==> config.mk <==
export PLATFORM = sky130hd
export DESIGN_NAME = frame_mem_arbiter
export DESIGN_NICKNAME = d
export VERILOG_FILES = /design/src/rtl/frame_pkg.sv /design/src/rtl/rd_tag_pipe.sv /design/src/rtl/frame_mem_arbiter.sv
export SDC_FILE = /design/constraint.sdc
export NUM_CORES = 1
export LEC_CHECK = 0
export BUFFER_PORTS_ARGS = -buffer_cell sky130_fd_sc_hd__buf_2
export CAP_MARGIN = 30
export CORE_MARGIN = 3
export CORE_UTILIZATION = 35
export CTS_BUF_LIST = sky130_fd_sc_hd__clkbuf_8
export CTS_CLUSTER_SIZE = 24
export DETAILED_ROUTE_END_ITERATION = 8
export REMOVE_ABC_BUFFERS = 1
export SETUP_SLACK_MARGIN = 0.4
export SLEW_MARGIN = 20
export SYNTH_ARGS = -nofsm -noshare
export SYNTH_HDL_FRONTEND = slang
export SYNTH_SLANG_ARGS = --single-unit
==> constraint.sdc <==
create_clock -name GCLK -period 1.9 [get_ports GCLK]
set_clock_uncertainty 0.05 [all_clocks]
set_input_delay 0.38 -clock GCLK [delete_from_list [all_inputs] [get_ports GCLK]]
set_output_delay 0.38 -clock GCLK [all_outputs]
set_load 0.1 [all_outputs]
==> src/rtl/frame_pkg.sv <==
// Frame geometry, memory sizing and read-tag types shared by the frame memory arbiter.
package frame_pkg;
  localparam int FRAME_W = 320;
  localparam int FRAME_H = 240;
  localparam int BLK     = 4;
  localparam int NBLOCKS = (FRAME_W / BLK) * (FRAME_H / BLK);
  localparam int ADDR_W  = 13;
  localparam int DATA_W  = 128;

  typedef enum logic {
    OWN_V = 1'b0,
    OWN_G = 1'b1
  } owner_e;

  typedef struct packed {
    logic   valid;
    owner_e owner;
    logic   err;
  } rd_tag_t;
endpackage

==> src/rtl/rd_tag_pipe.sv <==
// Shift register carrying {valid, owner, err} alongside each read through the memory latency.
module rd_tag_pipe
  import frame_pkg::*;
#(
  parameter int RD_LAT = 1
) (
  input  logic    GCLK,
  input  logic    RST_N,
  input  rd_tag_t tag_in,
  output rd_tag_t tag_pre,
  output rd_tag_t tag_out
);
  rd_tag_t stage [RD_LAT+1];

  always_ff @(posedge GCLK or negedge RST_N) begin
    if (!RST_N) begin
      for (int i = 0; i <= RD_LAT; i++) stage[i] <= '0;
    end else begin
      stage[0] <= tag_in;
      for (int i = 1; i <= RD_LAT; i++) stage[i] <= stage[i-1];
    end
  end

  // tag_pre is the entry whose memory data is on mem_rdata this cycle.
  assign tag_pre = stage[RD_LAT-1];
  assign tag_out = stage[RD_LAT];
endmodule

==> src/rtl/frame_mem_arbiter.sv <==
// Shares the frameMem read port between VGA scanout (V, priority) and game logic (G, best effort)
// with a wait counter that forces a G grant after MAX_WAIT lost cycles.
module frame_mem_arbiter
  import frame_pkg::*;
#(
  parameter int ADDR_W   = frame_pkg::ADDR_W,
  parameter int NBLOCKS  = frame_pkg::NBLOCKS,
  parameter int DATA_W   = frame_pkg::DATA_W,
  parameter int RD_LAT   = 1,
  parameter int MAX_WAIT = 8
) (
  input  logic              GCLK,
  input  logic              RST_N,
  input  logic              v_req,
  input  logic [ADDR_W-1:0] v_addr,
  output logic              v_gnt,
  output logic              v_rvalid,
  output logic [DATA_W-1:0] v_rdata,
  input  logic              g_req,
  input  logic [ADDR_W-1:0] g_addr,
  output logic              g_gnt,
  output logic              g_rvalid,
  output logic [DATA_W-1:0] g_rdata,
  output logic [ADDR_W-1:0] mem_addr,
  input  logic [DATA_W-1:0] mem_rdata,
  output logic              addr_err,
  output logic              g_starved
);
  localparam logic [ADDR_W:0] ADDR_LIMIT = (ADDR_W+1)'(NBLOCKS);
  localparam logic [7:0]      WAIT_MAX   = 8'(MAX_WAIT);

  logic              run_q;
  logic [7:0]        wait_cnt;
  logic              any_gnt;
  logic [ADDR_W-1:0] sel_addr;
  logic              sel_err;
  rd_tag_t           tag_in;
  rd_tag_t           tag_pre;
  rd_tag_t           tag_out;

  // Grants stay off until the first clock edge after reset release.
  always_ff @(posedge GCLK or negedge RST_N) begin
    if (!RST_N) run_q <= 1'b0;
    else        run_q <= 1'b1;
  end

  assign g_starved = (wait_cnt == WAIT_MAX);

  always_comb begin
    v_gnt = 1'b0;
    g_gnt = 1'b0;
    if (run_q) begin
      if (g_starved && g_req) g_gnt = 1'b1;
      else if (v_req)         v_gnt = 1'b1;
      else if (g_req)         g_gnt = 1'b1;
    end
  end

  assign any_gnt  = v_gnt | g_gnt;
  assign sel_addr = g_gnt ? g_addr : v_addr;
  assign sel_err  = ({1'b0, sel_addr} >= ADDR_LIMIT);

  always_comb begin
    tag_in       = '0;
    tag_in.valid = any_gnt;
    tag_in.owner = g_gnt ? OWN_G : OWN_V;
    tag_in.err   = any_gnt & sel_err;
  end

  always_ff @(posedge GCLK or negedge RST_N) begin
    if (!RST_N) begin
      mem_addr <= '0;
      addr_err <= 1'b0;
      wait_cnt <= '0;
    end else begin
      addr_err <= any_gnt & sel_err;
      if (any_gnt) mem_addr <= sel_err ? '0 : sel_addr;
      if (!run_q || !g_req || g_gnt) wait_cnt <= '0;
      else if (!g_starved)           wait_cnt <= wait_cnt + 8'd1;
    end
  end

  rd_tag_pipe #(
    .RD_LAT (RD_LAT)
  ) u_tag_pipe (
    .GCLK    (GCLK),
    .RST_N   (RST_N),
    .tag_in  (tag_in),
    .tag_pre (tag_pre),
    .tag_out (tag_out)
  );

  assign v_rvalid = tag_out.valid && (tag_out.owner == OWN_V);
  assign g_rvalid = tag_out.valid && (tag_out.owner == OWN_G);

  // Data is captured on the same edge that advances the tag to the output stage.
  always_ff @(posedge GCLK or negedge RST_N) begin
    if (!RST_N) begin
      v_rdata <= '0;
      g_rdata <= '0;
    end else if (tag_pre.valid) begin
      if (tag_pre.owner == OWN_V) v_rdata <= tag_pre.err ? '0 : mem_rdata;
      else                        g_rdata <= tag_pre.err ? '0 : mem_rdata;
    end
  end
endmodule

Word-level counts from Yosys, hierarchy flattened
Index checks and enable logic that the tools add are counted.
{"block": "classes", "eq_ne": 2, "reduce_logical": 9, "order_cmp": 1, "addsub": 1, "n_bitwise": 4, "muxes": 13}
{"op": "two-way mux 128 bit", "n": 1}
{"op": "two-way mux 13 bit", "n": 2}
{"op": "two-way mux 8 bit", "n": 2}
{"op": ">= comparator 13 bit, second input constant", "n": 1}
{"op": "adder 8 x 1 -> 8 bit, second input constant", "n": 1}
{"op": "equality test 8 x 4 -> 1 bit, second input constant", "n": 1}
{"op": "two-way mux 1 bit", "n": 8}
{"op": "AND reduction 2 bit", "n": 2}
{"op": "logical AND 1 bit", "n": 3}
{"op": "logical NOT 1 bit", "n": 2}
{"op": "logical OR 1 bit", "n": 2}
{"op": "inequality test 2 x 1 -> 1 bit, second input constant", "n": 1}
{"op": "inverter 1 bit", "n": 2}
{"op": "bitwise AND 1 bit", "n": 1}
{"op": "bitwise OR 1 bit", "n": 1}
{"block": "word_totals", "regBits": 283, "wordCells": 40, "output_inout_bits": 275, "inputBits": 158}

Longest topological paths before layout
Gate-level depths: netlist of the first run.
{"block": "depth", "word_depth": 7, "depth_mapped": 7, "depth_no_buf": 6}

Cells and area by module
Synthesis of the first run repeated with hierarchy kept, for this count alone.
{"block": "hier_totals", "cells_unflattened": 1111, "area_unflattened_um2": 11334.6}
{"mod": "frame_mem_arbiter", "cells_each": 1105, "seq_area_each_um2": 6981.7, "instances": 1, "area_per_inst_um2": 11184.5}
{"mod": "rd_tag_pipe", "cells_each": 6, "seq_area_each_um2": 150.1, "instances": 1, "area_per_inst_um2": 150.1}

Worst setup path after synthesis of the first run
No wires, ideal clock.
{"block": "synth_timing", "path_type": "register -> output", "start": "register wait_cnt[0]", "end": "output port v_gnt", "arrival_time_ns": 2.893, "setup_slack_ns": -1.423, "t_required_ns": 1.470, "path_buffers": 0, "stages_incl_launch_ff": 6, "path_cell_list": "dfrtp_1 -> inv_1 -> ha_1 -> nor4b_4 -> and2_1 -> a21oi_1"}
{"block": "synth_via", "elab_chain_cells": 4}
{"element": "from (decl)", "line": "frame_mem_arbiter.sv:33", "rtl": "logic [7:0] wait_cnt;"}
{"element": "from (signal assigned)", "line": "frame_mem_arbiter.sv:79", "rtl": "else if (!g_starved) wait_cnt <= wait_cnt + 8'd1;"}
{"element": "equality test 8 x 4 -> 1 bit", "line": "frame_mem_arbiter.sv:47", "rtl": "assign g_starved = (wait_cnt == WAIT_MAX);"}
{"element": "named net g_starved", "line": "frame_mem_arbiter.sv:27", "rtl": "output logic g_starved"}
{"element": "logical AND 1 bit", "line": "frame_mem_arbiter.sv:53", "rtl": "if (g_starved && g_req) g_gnt = 1'b1;"}
{"element": "two-way mux 1 bit", "line": "frame_mem_arbiter.sv:53"}
{"element": "two-way mux 1 bit", "line": "frame_mem_arbiter.sv:52", "rtl": "if (run_q) begin"}
{"element": "to (decl)", "line": "frame_mem_arbiter.sv:16", "rtl": "output logic v_gnt,"}
The timed path passes the listed nets, and every way through them passes these cells.

Worst setup path after layout of the first run
{"block": "layout_timing", "start": "register wait_cnt[1]", "end": "output port g_gnt"}
{"block": "layout_via", "elab_chain_cells": 4}
{"element": "equality test 8 x 4 -> 1 bit", "line": "frame_mem_arbiter.sv:47"}
{"element": "logical AND 1 bit", "line": "frame_mem_arbiter.sv:53"}
{"element": "two-way mux 1 bit", "line": "frame_mem_arbiter.sv:53"}
{"element": "two-way mux 1 bit", "line": "frame_mem_arbiter.sv:52"}
{"element": "to (decl)", "line": "frame_mem_arbiter.sv:21", "rtl": "output logic g_gnt,"}
No other way between the ends.

==> results.sh, run 1 <==
export IMPL_clock_path_buffers=3
export IMPL_grt_max_degree=93
export IMPL_syn_area_mm2=0.0113
export IMPL_ios=433
export IMPL_period_share=1.29
export IMPL_endpoint_kind="output port"
export IMPL_cts_num_sinks=283
export IMPL_viasPerCell=5.18
export IMPL_async_flop_share=1.00
export IMPL_dr_pass1_iters=5
export IMPL_die_w_um=186
export IMPL_die_h_um=186
export IMPL_drc=0
export IMPL_p_leak_nw=10.1
export IMPL_ant_nets=0
export IMPL_critical_path_class="flip-flop to output port"
export IMPL_start_util=0.357
export IMPL_clk_pin_slew_ns=0.07
export IMPL_drive_above_1_share=0.497
export IMPL_yosysWarnings=0
export IMPL_p_int_mw=15.8
export IMPL_areaGrowthSynthToFinish_pct=90.9
export IMPL_root_buffer="clkbuf_8"
export IMPL_arrival_ns=2.03
export IMPL_finalSetupViolCount=17
export IMPL_period_minus_slack_ns=2.46
export IMPL_slew_viol_final=0
export IMPL_rows=65
export IMPL_synthCells=1109
export IMPL_utilization=0.681
export IMPL_grt_overflow=0
export IMPL_outcome="finished, violations left"
export IMPL_gp_congestion=0.820
export IMPL_num_vias=11000
export IMPL_critPathSlowestCell="dfrtp_1"
export IMPL_cts_tree="built"
export IMPL_io_buffers=432
export IMPL_cp_slowest_stage_delay_ns=0.38
export IMPL_path_buf_inv=3
export IMPL_critical_path_max_fanout=3
export IMPL_track_usage=0.223
export IMPL_htreeDepth=2
export IMPL_multiInputGateArea_mm2=0.00488
export IMPL_hold_class="primary input to flip-flop"
export IMPL_nNetsFinal=1849
export IMPL_cts_buffers=48
export IMPL_yosysMostFrequentCell="dfrtp_1"
export IMPL_synth_top_area_cell="dfrtp_1"
export IMPL_ys_ff_latch=283
export IMPL_drtIter0Drc=621
export IMPL_wl_per_cell_um=21.9
export IMPL_synth_area_leaders="dfrtp_1 63%, o21ai_1 11%, nand2_1 8.7%"
export IMPL_synth_common_cells="283 x dfrtp_1, 262 x nand2_1, 256 x o21ai_1"
export IMPL_fillCellCount=1965
export IMPL_synth_ff_type="dfrtp_1"
export IMPL_sw_frac_of_total=0.478
export IMPL_startpoint_type="flip-flop"
export IMPL_finalHoldViolations=0
export IMPL_p_seq_frac=0.282
export IMPL_worstPathRequired_ns=1.47
export IMPL_share_comb_of_total_power=0.539
export IMPL_grt_pass1_vias=10800
export IMPL_timing_fmax_ghz=0.407
export IMPL_ir_worst_vdd_v=0.000887
export IMPL_routed_wl_um=46600
export IMPL_path_cells="inv_2 > ha_4 > nor4b_4 > a21oi_2 > nor2_1 > buf_4 > buf_12"
export IMPL_p_clk_frac=0.179
export IMPL_syn_area_per_cell_um2=10.2
export IMPL_power_density_mw_per_mm2=1400
export IMPL_violations="negative setup slack"
export IMPL_seqCellArea_mm2=0.00711
export IMPL_coreArea_mm2=0.0316
export IMPL_fin_ws_ns=-0.556
export IMPL_dp_hpwl_um=25000
export IMPL_hold_slack_ns=0.0352
export IMPL_yosys_cell_types_count=36
export IMPL_power_switching_mw=14.4
export IMPL_maxCapViolCount=0
export IMPL_grt_pass1_wl_um=60200
export IMPL_cp_top_family="simple AND/OR/NAND/NOR gates"
export IMPL_grt_antenna_before_repair=5
export IMPL_rsz0062_at_grt="true"
export IMPL_ys_seq_area_frac=0.628
export IMPL_synth_edf_count=0
export IMPL_clk_latency_ns=0.55
export IMPL_dieArea_mm2=0.0344
export IMPL_yosysTopAreaCellShare=0.628
sequential cells by signal, summed over array words and instances (netlist names):
signal	cells
v_rdata	128
u_tag_pipe.tag_pre	3
g_rdata	128
run_q	1
u_tag_pipe.tag_out	2
wait_cnt	8
mem_addr	13
per-stage QoR:
step	setup TNS [ns]	cell area, um^2	setup WS [ns]	total power, mW	std cells
final	-2.65	21500	-0.556	30.2	2123
after global routing	-3.95	21500	-0.662	31.1	2123
after CTS	-1.98	19300	-0.517	28.7	2043
after detailed placement	-0.224	14200	-0.0331	19.4	1910
after global placement	0	14200	0.0304	19.3	1910
after floorplan	-842.66	10900	-3.45	17.2	1028
power groups by stage:
stage                     logic (mW)  registers, mW  clock network, mW
after global placement          11.5           7.82                  0
final                           16.3           8.50               5.41
after floorplan                 1.30           15.9                  0
after CTS                       14.9           8.36               5.44
after detailed placement        11.6           7.85                  0
after global routing            16.7           8.59               5.79
final cells by class:
class / instances / area share
repair buffers: 609 / 0.376
flip-flops and latches: 283 / 0.330
multi-input cells: 742 / 0.227
clock buffers: 58 / 0.0371
well taps: 402 / 0.0234
clock inverters: 22 / 0.00564
inverters: 5 / 0.000871
diodes: 2 / 0.000232
routing by layer:
layer | up-vias | share of wire | GRT usage
li1 | 4884 | - | -
met1 | 5374 | 0.36 | 0.253
met2 | 580 | 0.50 | 0.388
met3 | 150 | 0.093 | 0.0748
met4 | 6 | 0.047 | 0.0885
met5 | - | 0.00097 | 0
tightest hold or removal path: stages:
cell and delay, ns:
buf_2 0.11, nand2b_4 0.06, o21ai_1 0.06
cells by family (layout without fill, tap and decap cells):
family,Yosys count,in the layout,share of synthesized area
compound gates,301,302,0.151
fa+ha+maj,2,2,0.00222
simple gates,430,431,0.181
xor+xnor,6,6,0.00466
other cells,1,3,0.000332
flops,283,283,0.628
buf+inv,86,694,0.0327
cell usage in the layout, fill, tap and decap left out, drive strengths merged, types with 5 or more instances in the layout:
cell type / netlist / layout
buf: 27 / 582
dfrtp: 283 / 283
nand2: 262 / 262
o21ai: 256 / 256
nand2b: 142 / 143
clkbuf: 54 / 65
o221ai: 24 / 24
dlygate4sd3: 0 / 20
inv: 5 / 20
a211oi: 14 / 14
nor2: 9 / 9
nand3: 6 / 6
xor2: 5 / 5
worst paths after layout:
check / cells past startpoint / to / start / slack (ns)
setup / recovery: 7 / g_gnt / wait_cnt[1] / -0.56
hold / removal: 3 / g_rdata[90] / mem_rdata[90] / 0.04
setup reg to reg: 8 / mem_addr[12] / wait_cnt[1] / -0.12
hold reg to reg: 0 / u_tag_pipe.tag_out[1] / u_tag_pipe.tag_pre[1] / 0.43
max in group asynchronous: 3 / g_rdata[21] / RST_N / 0.80
min in group asynchronous: 2 / v_rdata[65] / RST_N / 0.29
timing repair:
item                                    4_1_cts  5_1_grt
hold buffers                                 19        1
setup buffers                                34       65
endpoints found under the setup margin      355      554
pin swaps                                     2      101
hold endpoints to repair                     63        1
gates cloned                                  0       12
resized for setup                          1008      308
Note: power is estimated with default switching activity, not from simulation.
==> run 2, diff against run 1 <==
- clock period: 1.9 -> 2.52 ns (I/O delays scaled with it)
==> results.sh, run 2 (synthesis results as in run 1) <==
export IMPL_utilization=0.479
export IMPL_finalHoldViolations=0
export IMPL_hold_start="mem_rdata[6]"
export IMPL_r2r_cells=7
export IMPL_grt_max_degree=129
export IMPL_critPathSlowestCell="dfrtp_1"
export IMPL_period_share=1.00
export IMPL_coreArea_mm2=0.0316
export IMPL_rsz0062_at_grt="true"
export IMPL_worst_pin_slew_ns=0.735
export IMPL_maxCapViolCount=0
export IMPL_violations="negative setup slack"
export IMPL_cts_tree="built"
export IMPL_viasPerCell=4.75
export IMPL_areaGrowthSynthToFinish_pct=34.4
export IMPL_die_w_um=186
export IMPL_grt_antenna_before_repair=3
export IMPL_hold_path_endpoint="v_rdata[6]"
export IMPL_r2r_start="wait_cnt[1]"
export IMPL_ant_nets=0
export IMPL_dieArea_mm2=0.0344
export IMPL_hold_class="primary input to flip-flop"
export IMPL_htreeDepth=2
export IMPL_clk_latency_ns=0.54
export IMPL_multiInputGateArea_mm2=0.00388
export IMPL_io_buffers=432
export IMPL_endpoint_kind="output port"
export IMPL_startpoint_type="flip-flop"
export IMPL_power_switching_mw=9.82
export IMPL_slew_headroom=0.510
export IMPL_cts_num_sinks=283
export IMPL_drive_above_1_share=0.354
export IMPL_reg_top3="g_rdata (128), v_rdata (128), mem_addr (13)"
export IMPL_nNetsFinal=1707
export IMPL_num_vias=9456
export IMPL_slew_viol_final=0
export IMPL_fillCellCount=3068
export IMPL_p_clk_frac=0.228
export IMPL_ios=433
export IMPL_dp_hpwl_um=24300
export IMPL_grt_pass1_wl_um=52100
export IMPL_cts_buffers=50
export IMPL_root_buffer="clkbuf_8"
export IMPL_finalSetupViolCount=2
export IMPL_p_leak_nw=7.82
export IMPL_grt_overflow=0
export IMPL_grt_pass1_vias=9374
export IMPL_sw_frac_of_total=0.524
export IMPL_power_density_mw_per_mm2=1240
export IMPL_worstPathRequired_ns=1.97
export IMPL_clock_path_buffers=3
export IMPL_critical_path_class="flip-flop to output port"
export IMPL_drc=0
export IMPL_timing_fmax_ghz=0.395
export IMPL_drtIter0Drc=387
export IMPL_arrival_ns=1.98
export IMPL_fin_ws_ns=-0.0110
export IMPL_worstReg2RegEnd="u_tag_pipe.tag_pre[0]"
export IMPL_cp_slowest_stage_delay_ns=0.37
export IMPL_outcome="finished, violations left"
export IMPL_reg2reg_slack_ns=0.46
export IMPL_wl_per_cell_um=17.2
export IMPL_routed_wl_um=34200
export IMPL_dr_pass1_iters=5
export IMPL_track_usage=0.190
export IMPL_path_cells="inv_1 > ha_2 > nor4b_4 > and2_4 > a21oi_4 > buf_12"
export IMPL_final_cell_mix="426 x buf_2, 282 x dfrtp_1, 261 x nand2_1"
export IMPL_mostFrequentLayoutCell="buf_2"
export IMPL_period_minus_slack_ns=2.53
export IMPL_critical_path_max_fanout=3
export IMPL_start_util=0.357
export IMPL_clk_pin_slew_ns=0.06
export IMPL_total_power_mw=18.8
export IMPL_rows=65
export IMPL_path_buf_inv=2
export IMPL_gp_congestion=0.872
export IMPL_ir_worst_vdd_v=0.000554
export IMPL_p_int_mw=8.93
export IMPL_hold_depth=3
export IMPL_p_seq_frac=0.311
export IMPL_die_h_um=186
export IMPL_seqCellArea_mm2=0.00709
export IMPL_share_comb_of_total_power=0.462
export IMPL_cp_top_family="simple AND/OR/NAND/NOR gates"
-- run 2: changes by cell type in the layout (fill, tap and decap cells not counted), sizes merged --
cell         delta
a31o            -1
o2111a          +1
buf           -119
inv             +3
diode           +1
dlygate4sd3    -19
clkinv          +1
nand2b          -1
clkinvlp        -1
clkbuf          +2
-- run 2: cell type report --
class	instances	share of cell area
flip-flops and latches	283	0.467
well taps	402	0.0332
clock buffers	65	0.0590
diodes	3	0.000495
repair buffers	466	0.174
multi-input cells	741	0.256
inverters	5	0.00124
clock inverters	25	0.00858
-- run 2: routing by layer --
metal | global-route usage | routed length [um] | up-vias
met4 | 0.0658 | 1070 | 2
met5 | 0 | 17 | -
li1 | - | - | 4615
met1 | 0.233 | 13700 | 4363
met2 | 0.317 | 16200 | 394
met3 | 0.0621 | 3260 | 82
-- run 2: worst max path at each step --
stage                                      from          to  slack, ns  depth (start not counted)
after floorplan           u_tag_pipe.tag_pre[1]  v_rdata[0]      -2.83                          2
after global placement              wait_cnt[0]       g_gnt       0.34                          6
after detailed placement            wait_cnt[0]       g_gnt       0.30                          6
after CTS                           wait_cnt[0]       g_gnt      -0.04                          6
after global routing                wait_cnt[1]       g_gnt      -0.12                          6
final                               wait_cnt[1]       v_gnt      -0.01                          6
-- run 2: power groups by stage --
stage	combinational (mW)	sequential [mW]	clock, mW
after detailed placement	8.70	5.90	0
after global placement	8.66	5.87	0
after floorplan	0.981	12.0	0
after global routing	8.99	5.93	4.64
final	8.66	5.83	4.27
after CTS	8.71	5.83	4.42
-- run 2: worst reg2reg max path, stage by stage (launching register included) --
cell and delay (ns):
dfrtp_1 0.37, inv_1 0.06, ha_2 0.15, nor4b_4 0.35, a21oi_2 0.14, buf_4 0.23, o2111a_2 0.36, or2_1 0.24
-- run 2: through the flow --
| step | cells | hold slack [ns] | TNS [ns] | cell area, um^2 | worst slack [ns] |
|---|---|---|---|---|---|
| after floorplan | 1028 | 0.158 | -674.46 | 10900 | -2.83 |
| after global placement | 1891 | 0.385 | 0 | 14000 | 0.336 |
| after detailed placement | 1891 | 0.383 | 0 | 14000 | 0.296 |
| after CTS | 1986 | 0.127 | -0.0550 | 15100 | -0.0414 |
| after global routing | 1989 | 0.133 | -0.292 | 15200 | -0.120 |
| final | 1990 | 0.174 | -0.0169 | 15200 | -0.0110 |
-- run 2: what timing repair did --
action | in CTS | in global routing
hold endpoints to repair | 36 | 0
gates resized for setup | 13 | 4
buffers inserted | 4 | 0
endpoints found under the setup margin | 3 | 18
pin swaps | 3 | 5
hold buffers | 1 | 0
cloned | 0 | 1
